$ cat src/rtl/vram_port_arbiter.sv
// vram_port_arbiter
//   Front end for a single-port, clock-enabled block RAM with a one-cycle
//   registered read. Video scan reads and CPU read/write cycles share the
//   one RAM port. Video always wins. The CPU waits for a cycle with no video
//   request. After reset the RAM can be zero-filled before any access is
//   served.
//
// Parameters
//   ADDR_W          RAM address width (depth is 2**ADDR_W)
//   DATA_W          RAM data width
//   CLEAR_ON_RESET  1: zero-fill the RAM after reset, 0: start in IDLE
//
// Ports
//   clock, reset             single clock, synchronous active-high reset
//   vid_req / vid_addr       video read request (one per cycle) and address
//   vid_rdata / vid_valid    video read data (straight from ram_q) and its qualifier
//   cpu_req / cpu_we         CPU access request (level, held until cpu_ack), write flag
//   cpu_addr / cpu_wdata     CPU address and write data
//   cpu_rdata / cpu_ack      registered CPU read data, one-cycle completion pulse
//   init_done                high once the clear sequence has finished
//   ram_addr/clken/wren/data registered RAM control outputs
//   ram_q                    RAM read data, valid the cycle after the RAM edge

module vram_port_arbiter #(
  parameter int ADDR_W         = 11,
  parameter int DATA_W         = 8,
  parameter bit CLEAR_ON_RESET = 1'b1
) (
  input  logic              clock,
  input  logic              reset,
  input  logic              vid_req,
  input  logic [ADDR_W-1:0] vid_addr,
  output logic [DATA_W-1:0] vid_rdata,
  output logic              vid_valid,
  input  logic              cpu_req,
  input  logic              cpu_we,
  input  logic [ADDR_W-1:0] cpu_addr,
  input  logic [DATA_W-1:0] cpu_wdata,
  output logic [DATA_W-1:0] cpu_rdata,
  output logic              cpu_ack,
  output logic              init_done,
  output logic [ADDR_W-1:0] ram_addr,
  output logic              ram_clken,
  output logic              ram_wren,
  output logic [DATA_W-1:0] ram_data,
  input  logic [DATA_W-1:0] ram_q
);

  typedef enum logic {
    ST_CLEAR,
    ST_IDLE
  } state_t;

  localparam logic [ADDR_W-1:0] LAST_ADDR = '1;

  state_t            state;
  logic [ADDR_W-1:0] clr_addr;
  logic              clr_full;
  logic              cpu_busy;
  logic              cpu_s1;
  logic              cpu_s2;
  logic              cpu_we_s1;
  logic              cpu_we_s2;
  logic              vid_s1;

  // Video data comes straight from the RAM; vid_valid says when it is meaningful.
  assign vid_rdata = ram_q;

  // Whole block is one registered state machine. The two small shift chains
  // (vid_s1 -> vid_valid, cpu_s1 -> cpu_s2 -> cpu_ack) track each issued
  // access through the RAM's capture edge so that the qualifiers line up with
  // ram_q. The clear counter saturates at the last address. clr_full marks
  // that the final write has been issued, so the following edge can drop the
  // clock enable and hand over to IDLE.
  // The CPU may be re-issued on the very edge that ends its ack cycle. That is
  // why "not busy" also accepts the cycle in which cpu_ack is high.
  always_ff @(posedge clock) begin
    if (reset) begin
      state     <= CLEAR_ON_RESET ? ST_CLEAR : ST_IDLE;
      clr_addr  <= '0;
      clr_full  <= 1'b0;
      cpu_busy  <= 1'b0;
      cpu_s1    <= 1'b0;
      cpu_s2    <= 1'b0;
      cpu_we_s1 <= 1'b0;
      cpu_we_s2 <= 1'b0;
      vid_s1    <= 1'b0;
      vid_valid <= 1'b0;
      cpu_ack   <= 1'b0;
      cpu_rdata <= '0;
      init_done <= 1'b0;
      ram_addr  <= '0;
      ram_clken <= 1'b0;
      ram_wren  <= 1'b0;
      ram_data  <= '0;
    end else begin
      ram_clken <= 1'b0;
      ram_wren  <= 1'b0;
      vid_s1    <= 1'b0;
      cpu_s1    <= 1'b0;
      cpu_s2    <= cpu_s1;
      cpu_we_s2 <= cpu_we_s1;
      vid_valid <= vid_s1;
      cpu_ack   <= cpu_s2;
      if (cpu_s2 && !cpu_we_s2) begin
        cpu_rdata <= ram_q;
      end
      if (cpu_ack) begin
        cpu_busy <= 1'b0;
      end

      case (state)
        ST_CLEAR: begin
          if (!clr_full) begin
            ram_addr  <= clr_addr;
            ram_clken <= 1'b1;
            ram_wren  <= 1'b1;
            ram_data  <= '0;
            if (clr_addr == LAST_ADDR) begin
              clr_full <= 1'b1;
            end else begin
              clr_addr <= clr_addr + 1'b1;
            end
          end else begin
            init_done <= 1'b1;
            state     <= ST_IDLE;
          end
        end

        ST_IDLE: begin
          init_done <= 1'b1;
          if (vid_req) begin
            ram_addr  <= vid_addr;
            ram_clken <= 1'b1;
            ram_wren  <= 1'b0;
            ram_data  <= '0;
            vid_s1    <= 1'b1;
          end else if (cpu_req && (!cpu_busy || cpu_ack)) begin
            ram_addr  <= cpu_addr;
            ram_clken <= 1'b1;
            ram_wren  <= cpu_we;
            ram_data  <= cpu_wdata;
            cpu_s1    <= 1'b1;
            cpu_we_s1 <= cpu_we;
            cpu_busy  <= 1'b1;
          end
        end

        default: begin
          state <= ST_IDLE;
        end
      endcase
    end
  end

endmodule
$ cat config.mk
export PLATFORM = sky130hd
export DESIGN_NAME = vram_port_arbiter
export DESIGN_NICKNAME = d
export VERILOG_FILES = /design/src/rtl/vram_port_arbiter.sv
export SDC_FILE = /design/constraint.sdc
export NUM_CORES = 1
export LEC_CHECK = 0
export CORE_MARGIN = 5
export CORE_UTILIZATION = 30
export DETAILED_ROUTE_END_ITERATION = 8
export PLACE_DENSITY = 0.61
export SLEW_MARGIN = 20
export SYNTH_ARGS = -nofsm -noshare
export SYNTH_HDL_FRONTEND = slang
export SYNTH_SLANG_ARGS = --single-unit
export TNS_END_PERCENT = 1
$ cat constraint.sdc
create_clock -name clock -period 1.6 [get_ports clock]
set_input_delay 0.24 -clock clock [delete_from_list [all_inputs] [get_ports clock]]
set_output_delay 0.24 -clock clock [all_outputs]
set_load 0.005 [all_outputs]
==> results of run 1 <==
==> area by class of cell <==
cell class	count	area (um^2)	area share (%)
clock buffers	5	68.8	2.06
clock inverters	2	13.8	0.411
inverters	1	3.75	0.112
multi-input cells	165	1070	32.1
flip-flops and latches	51	1020	30.6
well taps	99	124	3.70
repair buffers	109	1040	31.0
==> power groups by stage <==
stage | Combinational (uW) | Clock [uW] | Sequential, uW
5_1_grt | 276 | 809 | 1300
3_5_place_dp | 254 | 0 | 1320
4_1_cts | 256 | 748 | 1290
6_report | 255 | 716 | 1290
2_1_floorplan | 82.8 | 0 | 1320
3_3_place_gp | 252 | 0 | 1320
==> sequential cells by signal, summed over array words and instances, names as in the netlist <==
signal	flops
clr_addr	11
cpu_we_s1	1
init_done	1
cpu_busy	1
cpu_ack	1
cpu_s2	1
ram_wren	1
vid_s1	1
ram_clken	1
ram_addr	11
cpu_we_s2	1
vid_valid	1
cpu_rdata	8
ram_data	8
state	1
clr_full	1
cpu_s1	1
==> logic make-up (layout without fill, tap and decap cells) <==
logic type	after synthesis	count (layout)	share of synthesized area (%)
compound gates	62	62	17.4
simple gates	79	79	19.5
buf+inv	24	117	5.65
mux	20	20	9.13
flops	51	51	46.6
xor+xnor	3	3	1.20
fa+ha+maj	1	1	0.571
==> what timing repair did <==
action / 4_1_cts / 5_1_grt
endpoints found under the setup margin: 10 / 12
pin swaps: 1 / 4
setup buffers: 0 / 1
resized for setup: 2 / 7
==> stage by stage <==
| stage | total power (uW) | setup slack [ps] | area (um^2) | cells | hold slack, ps |
|---|---|---|---|---|---|
| floorplan | 1410 | 7.24 | 2190 | 240 | 366 |
| global placement | 1570 | -246 | 3230 | 425 | 420 |
| detailed placement | 1570 | -337 | 3230 | 425 | 429 |
| CTS | 2290 | -26.6 | 3320 | 432 | 450 |
| global route | 2380 | -21.6 | 3350 | 432 | 467 |
| finish | 2260 | 26.4 | 3350 | 432 | 446 |
==> cell usage in the layout (no fill, tap or decap), drive strengths merged, types with 5 or more instances in the layout <==
cell type	count
nand3	15
clkdlybuf4s50	82
dfxtp	51
a21oi	31
a22o	8
clkbuf	5
o21ai	15
nor2	31
buf	27
nor2b	8
mux2i	20
nand2	5
==> final timing paths <==
check                           cells after the start     endpoint        start  slack [ps]
worst max-delay path                                6  clr_addr[7]  clr_addr[0]          30
worst min-delay path                                1    vid_valid       vid_s1         450
worst max register to register                      6  clr_addr[7]  clr_addr[0]          30
worst min register to register                      1    vid_valid       vid_s1         450
==> metal layers <==
metal / global-route usage, % / wire length (um)
met5: 0 / 0
met4: 2.49 / 21
met3: 3.95 / 442
met2: 20.1 / 2530
met1: 16.1 / 2670
==> worst register-to-register path: stages (launching register included) <==
cell,delay [ps]
dfxtp_2,340
ha_4,160
nand4_1,140
o31ai_4,100
buf_12,150
or4_4,480
a21oi_2,150
==> impl_metrics.env, run 1 <==
export IMPL_status="complete, no violations"
export IMPL_setup_violations=0
export IMPL_synth_top_area_cell="dfxtp_1"
export IMPL_tightest_slew_ps=445
export IMPL_syn_inst=240
export IMPL_path_class="flip-flop to flip-flop"
export IMPL_vias=2023
export IMPL_wl_per_cell_um=13.1
export IMPL_cts_buffers=5
export IMPL_synth_avg_cell_area_um2=9.13
export IMPL_p_seq_share_pct=57.1
export IMPL_num_antenna_cells=0
export IMPL_seq_area_frac_synth_pct=46.6
export IMPL_clk_pin_slew_ps=90
export IMPL_internal_power_uw=1750
export IMPL_cts_tree="yes"
export IMPL_hold_path_class="flip-flop to flip-flop"
export IMPL_clkLatencyLatePin_ps=300
export IMPL_fmax_mhz=636
export IMPL_start_util_pct=30.5
export IMPL_dieHeight_um=95.5
export IMPL_final_util_pct=46.6
export IMPL_die_x_um=95.5
export IMPL_drive_above_1_share_pct=15.0
export IMPL_startpoint_type="flip-flop"
export IMPL_layout_nets=377
export IMPL_fin_skew_ps=6.56
export IMPL_holdBufCountCts=0
export IMPL_gp_congestion=0.709
export IMPL_synth_area_top_cells="dfxtp_1 (47%), mux2i_1 (9.1%), a21oi_1 (6.8%)"
export IMPL_syn_to_final_growth_pct=52.6
export IMPL_viasPerCell=4.68
export IMPL_die_area_mm2=0.00912
export IMPL_yosysTopAreaCellShare_pct=46.6
export IMPL_grt_pass1_wl_mm=8.98
export IMPL_grt_pass1_vias=1945
export IMPL_critical_path_buf_inv_count=1
export IMPL_antenna_found_initial=0
export IMPL_period_needed_ps=1570
export IMPL_clkPwrFrac_pct=31.6
export IMPL_synth_ff_type="dfxtp_1"
export IMPL_crit_chain="ha_4, nand4_1, o31ai_4, buf_12, or4_4, a21oi_2"
export IMPL_antenna_left=0
export IMPL_synth_common_cells="dfxtp_1 (51), a21oi_1 (30), nor2_1 (30), mux2i_1 (20), o21ai_0 (15)"
export IMPL_drtPass1Iterations=4
export IMPL_synth_edf_count=0
export IMPL_postRouteWirelength_mm=5.67
export IMPL_yosysMostFrequentCell="dfxtp_1"
export IMPL_grt_max_degree=32
export IMPL_power_density_mw_per_mm2=677
export IMPL_cts_sink_count=51
export IMPL_hold_violations=0
export IMPL_rows=31
export IMPL_cts_buffer_depth=2
export IMPL_critPathMaxFanout=10
export IMPL_crit_arrival_ps=1810
export IMPL_synthesis_nets=284
export IMPL_p_comb_share_pct=11.3
export IMPL_synthDistinctLibCells=35
export IMPL_core_area_mm2=0.00718
export IMPL_maxCapViolCount=0
export IMPL_critPathSlowestCell="or4_4"
export IMPL_cp_end_kind="flip-flop"
export IMPL_gr_total_overflow=0
export IMPL_ys_ff_latch=51
export IMPL_dpl_hpwl_mm=4.28
export IMPL_synth_area_mm2=0.00219
export IMPL_relSlewSlack_pct=69.9
export IMPL_drtIter0Drc=97
export IMPL_p_leak_uw=0.00120
export IMPL_clock_root_buffer="clkbuf_8"
export IMPL_finalCritPeriodShare_pct=98.3
export IMPL_nFillCells=705
export IMPL_ios=83
export IMPL_crit_family="simple AND/OR/NAND/NOR gates"
export IMPL_drc=0
export IMPL_synthArstFlopShare_pct=0
export IMPL_switching_share_pct=22.8
export IMPL_port_buffers=82
export IMPL_grt_usage_pct=12.3
export IMPL_p_sw_uw=515
export IMPL_yosys_warnings=0
export IMPL_critPathRequiredTime_ps=1840
export IMPL_worst_path_largest_cell_delay_ps=480
export IMPL_rsz0062_at_grt="yes"
export IMPL_htreeDepth=2
export IMPL_ir_drop_uv=396
export IMPL_tns_ps=0
export IMPL_final_max_slew_viol_count=0
No activity file was read; power rests on OpenSTA's default activity.
==> run 2: changes to the inputs <==
--- a/config.mk
+++ b/config.mk
@@ -5,10 +5,11 @@
 export SDC_FILE = /design/constraint.sdc
 export NUM_CORES = 1
 export LEC_CHECK = 0
-export CORE_MARGIN = 5
+export CORE_MARGIN = 4
 export CORE_UTILIZATION = 30
 export DETAILED_ROUTE_END_ITERATION = 8
 export PLACE_DENSITY = 0.61
+export SKIP_CTS_REPAIR_TIMING = 1
 export SLEW_MARGIN = 20
 export SYNTH_ARGS = -nofsm -noshare
 export SYNTH_HDL_FRONTEND = slang
==> run 2 against run 1 <==
Worst hold slack better by 4.5 ps. Routed wire length fell by 3.2%. Critical path depth unchanged. Die area fell by 4.1%. Combinational power barely moved. Via count is 1.5% lower. First-iteration DRC count rose by 12%. Clock skew is 0.91 ps lower. Setup slack better by 30 ps. Sequential share of layout area up 0.17 points.
==> impl_metrics.env, run 2 (same netlist as run 1, synthesis figures left out) <==
export IMPL_rrSetupSlack_ps=60
export IMPL_nFillCells=677
export IMPL_critPathMaxFanout=10
export IMPL_dpl_cell_area_mm2=0.00321
export IMPL_power_density_mw_per_mm2=696
export IMPL_port_buffers=82
export IMPL_cts_buffers=5
export IMPL_fmax_mhz=648
export IMPL_crit_chain="ha_4, nand4_1, o31ai_4, buf_12, or4_1, a21oi_1"
export IMPL_antenna_found_initial=0
export IMPL_multi_input_area_mm2=0.00107
export IMPL_antenna_left=0
export IMPL_grt_pass1_vias=1875
export IMPL_layout_commonest_cell="clkdlybuf4s50_1"
export IMPL_viasPerCell=4.66
export IMPL_ff_latch_area_mm2=0.00103
export IMPL_top_usage_layer="met2"
export IMPL_crit_start="clr_addr[0]"
export IMPL_grt_pass1_wl_mm=9.11
export IMPL_stdcell_area_mm2=0.00334
export IMPL_hold_violations=0
export IMPL_rsz0062_at_grt="yes"
export IMPL_syn_to_final_growth_pct=52.2
export IMPL_die_area_mm2=0.00874
export IMPL_fin_hold_ws_ps=451
export IMPL_core_area_mm2=0.00694
export IMPL_drtPass1Iterations=4
export IMPL_finalCritPeriodShare_pct=96.5
export IMPL_worstReg2RegStart="clr_addr[0]"
export IMPL_startpoint_type="flip-flop"
export IMPL_ir_drop_uv=369
export IMPL_cts_sink_count=51
export IMPL_grt_max_degree=31
export IMPL_grt_usage_pct=12.9
export IMPL_tightest_slew_ps=438
export IMPL_drc=0
export IMPL_dpl_hpwl_mm=4.14
export IMPL_reg_top3="clr_addr x11, ram_addr x11"
export IMPL_relSlewSlack_pct=70.4
export IMPL_start_util_pct=31.6
export IMPL_p_leak_uw=0.00119
export IMPL_internal_power_uw=1800
export IMPL_drtIter0Drc=109
export IMPL_period_needed_ps=1540
export IMPL_pre_cts_ws_ps=-255
export IMPL_hold_path_class="flip-flop to flip-flop"
export IMPL_grtUsageMet3_pct=3.86
export IMPL_ios=83
export IMPL_final_max_slew_viol_count=0
export IMPL_rows=30
export IMPL_grtUsageMet2_pct=20.6
export IMPL_r2r_cells=6
export IMPL_setup_violations=0
export IMPL_die_x_um=93.5
export IMPL_htreeDepth=2
export IMPL_worst_r2r_endpoint="clr_addr[5]"
export IMPL_gp_congestion=0.723
export IMPL_cp_end_kind="flip-flop"
export IMPL_drive_above_1_share_pct=14.5
export IMPL_layout_common_cells="clkdlybuf4s50_1 (82), dfxtp_1 (46), nor2_1 (30)"
export IMPL_crit_path_end="clr_addr[5]"
export IMPL_wl_per_cell_um=12.8
export IMPL_critPathRequiredTime_ps=1830
export IMPL_maxCapViolCount=0
export IMPL_layout_nets=375
export IMPL_cts_buffer_depth=2
export IMPL_setup_ws_ps=56.0
export IMPL_final_util_pct=48.0
export IMPL_postRouteWirelength_mm=5.48
export IMPL_cts_tree="yes"
export IMPL_switching_share_pct=22.3
export IMPL_clkLatencyLatePin_ps=300
export IMPL_clk_pin_slew_ps=90
export IMPL_dieHeight_um=93.5
export IMPL_p_sw_uw=519
export IMPL_clkPwrFrac_pct=33.4
export IMPL_critPathSlowestCell="or4_1"
export IMPL_clock_root_buffer="clkbuf_8"
export IMPL_num_antenna_cells=0
export IMPL_vias=1993
export IMPL_crit_arrival_ps=1780
export IMPL_fin_skew_ps=5.66
export IMPL_p_comb_share_pct=10.9
export IMPL_path_class="flip-flop to flip-flop"
export IMPL_p_seq_share_pct=55.7
export IMPL_grt_use_met1_pct=17.1
export IMPL_gr_total_overflow=0
export IMPL_status="complete, no violations"
export IMPL_worst_path_largest_cell_delay_ps=460
## run 2: cell types whose count changed in the layout (fill, tap and decap cells not counted), sizes merged
cell	before	now
buf	27	25
clkbuf	5	7
clkinv	2	1
## run 2: layout make-up
| cell class | count | share of cell area (%) |
|---|---|---|
| clock buffer | 7 | 2.59 |
| clock inverter | 1 | 0.263 |
| inverter | 1 | 0.113 |
| multi-input combinational | 165 | 32.0 |
| sequential | 51 | 30.8 |
| tap | 96 | 3.60 |
| timing repair buffer | 107 | 30.6 |
## run 2: how the worst min path moves through the flow
stage / from / endpoint / slack, ps / depth (start not counted)
4_1_cts: vid_s1 / vid_valid / 460 / 1
3_3_place_gp: vid_s1 / vid_valid / 430 / 1
2_1_floorplan: cpu_wdata[0] / ram_data[0] / 370 / 1
5_1_grt: cpu_s1 / cpu_s2 / 470 / 1
6_report: vid_s1 / vid_valid / 450 / 1
3_5_place_dp: vid_s1 / vid_valid / 440 / 1
## run 2: metal layers
layer	part of all wire (%)	vias to the layer above
met2	47	67
met5	0	-
met3	7.5	2
met1	46	895
li1	-	1029
met4	0.26	0
## run 2: metrics by stage
step	power, uW	setup TNS (ps)	cells
CTS	2350	-712	427
finish	2320	0	428
floorplan	1410	0	240
global placement	1570	-1850	419
detailed placement	1570	-2160	419
global route	2440	-21.3	428
## run 2: worst max-delay path, delay by kind of cell, from the launching register on
kind	cells	cell delay (ps)
adder cells (fa/ha/maj)	1	150
AO/OA/AOI/OAI	2	230
flip-flops	1	350
AND/OR/NAND/NOR	2	610
buffers and inverters	1	140
## run 2: power by group through the flow
stage / Combinational [uW] / Sequential (uW) / Clock, uW
2_1_floorplan: 82.8 / 1320 / 0
3_3_place_gp: 252 / 1320 / 0
3_5_place_dp: 254 / 1320 / 0
4_1_cts: 255 / 1290 / 809
5_1_grt: 276 / 1300 / 866
6_report: 254 / 1290 / 775
==> run 3: changes to the inputs <==
--- a/config.mk
+++ b/config.mk
@@ -5,6 +5,7 @@
 export SDC_FILE = /design/constraint.sdc
 export NUM_CORES = 1
 export LEC_CHECK = 0
+export CAP_MARGIN = 10
 export CORE_MARGIN = 4
 export CORE_UTILIZATION = 30
 export DETAILED_ROUTE_END_ITERATION = 8
==> results of run 3 <==
The final DEF is identical to that of run 2; final timing and power are the same.
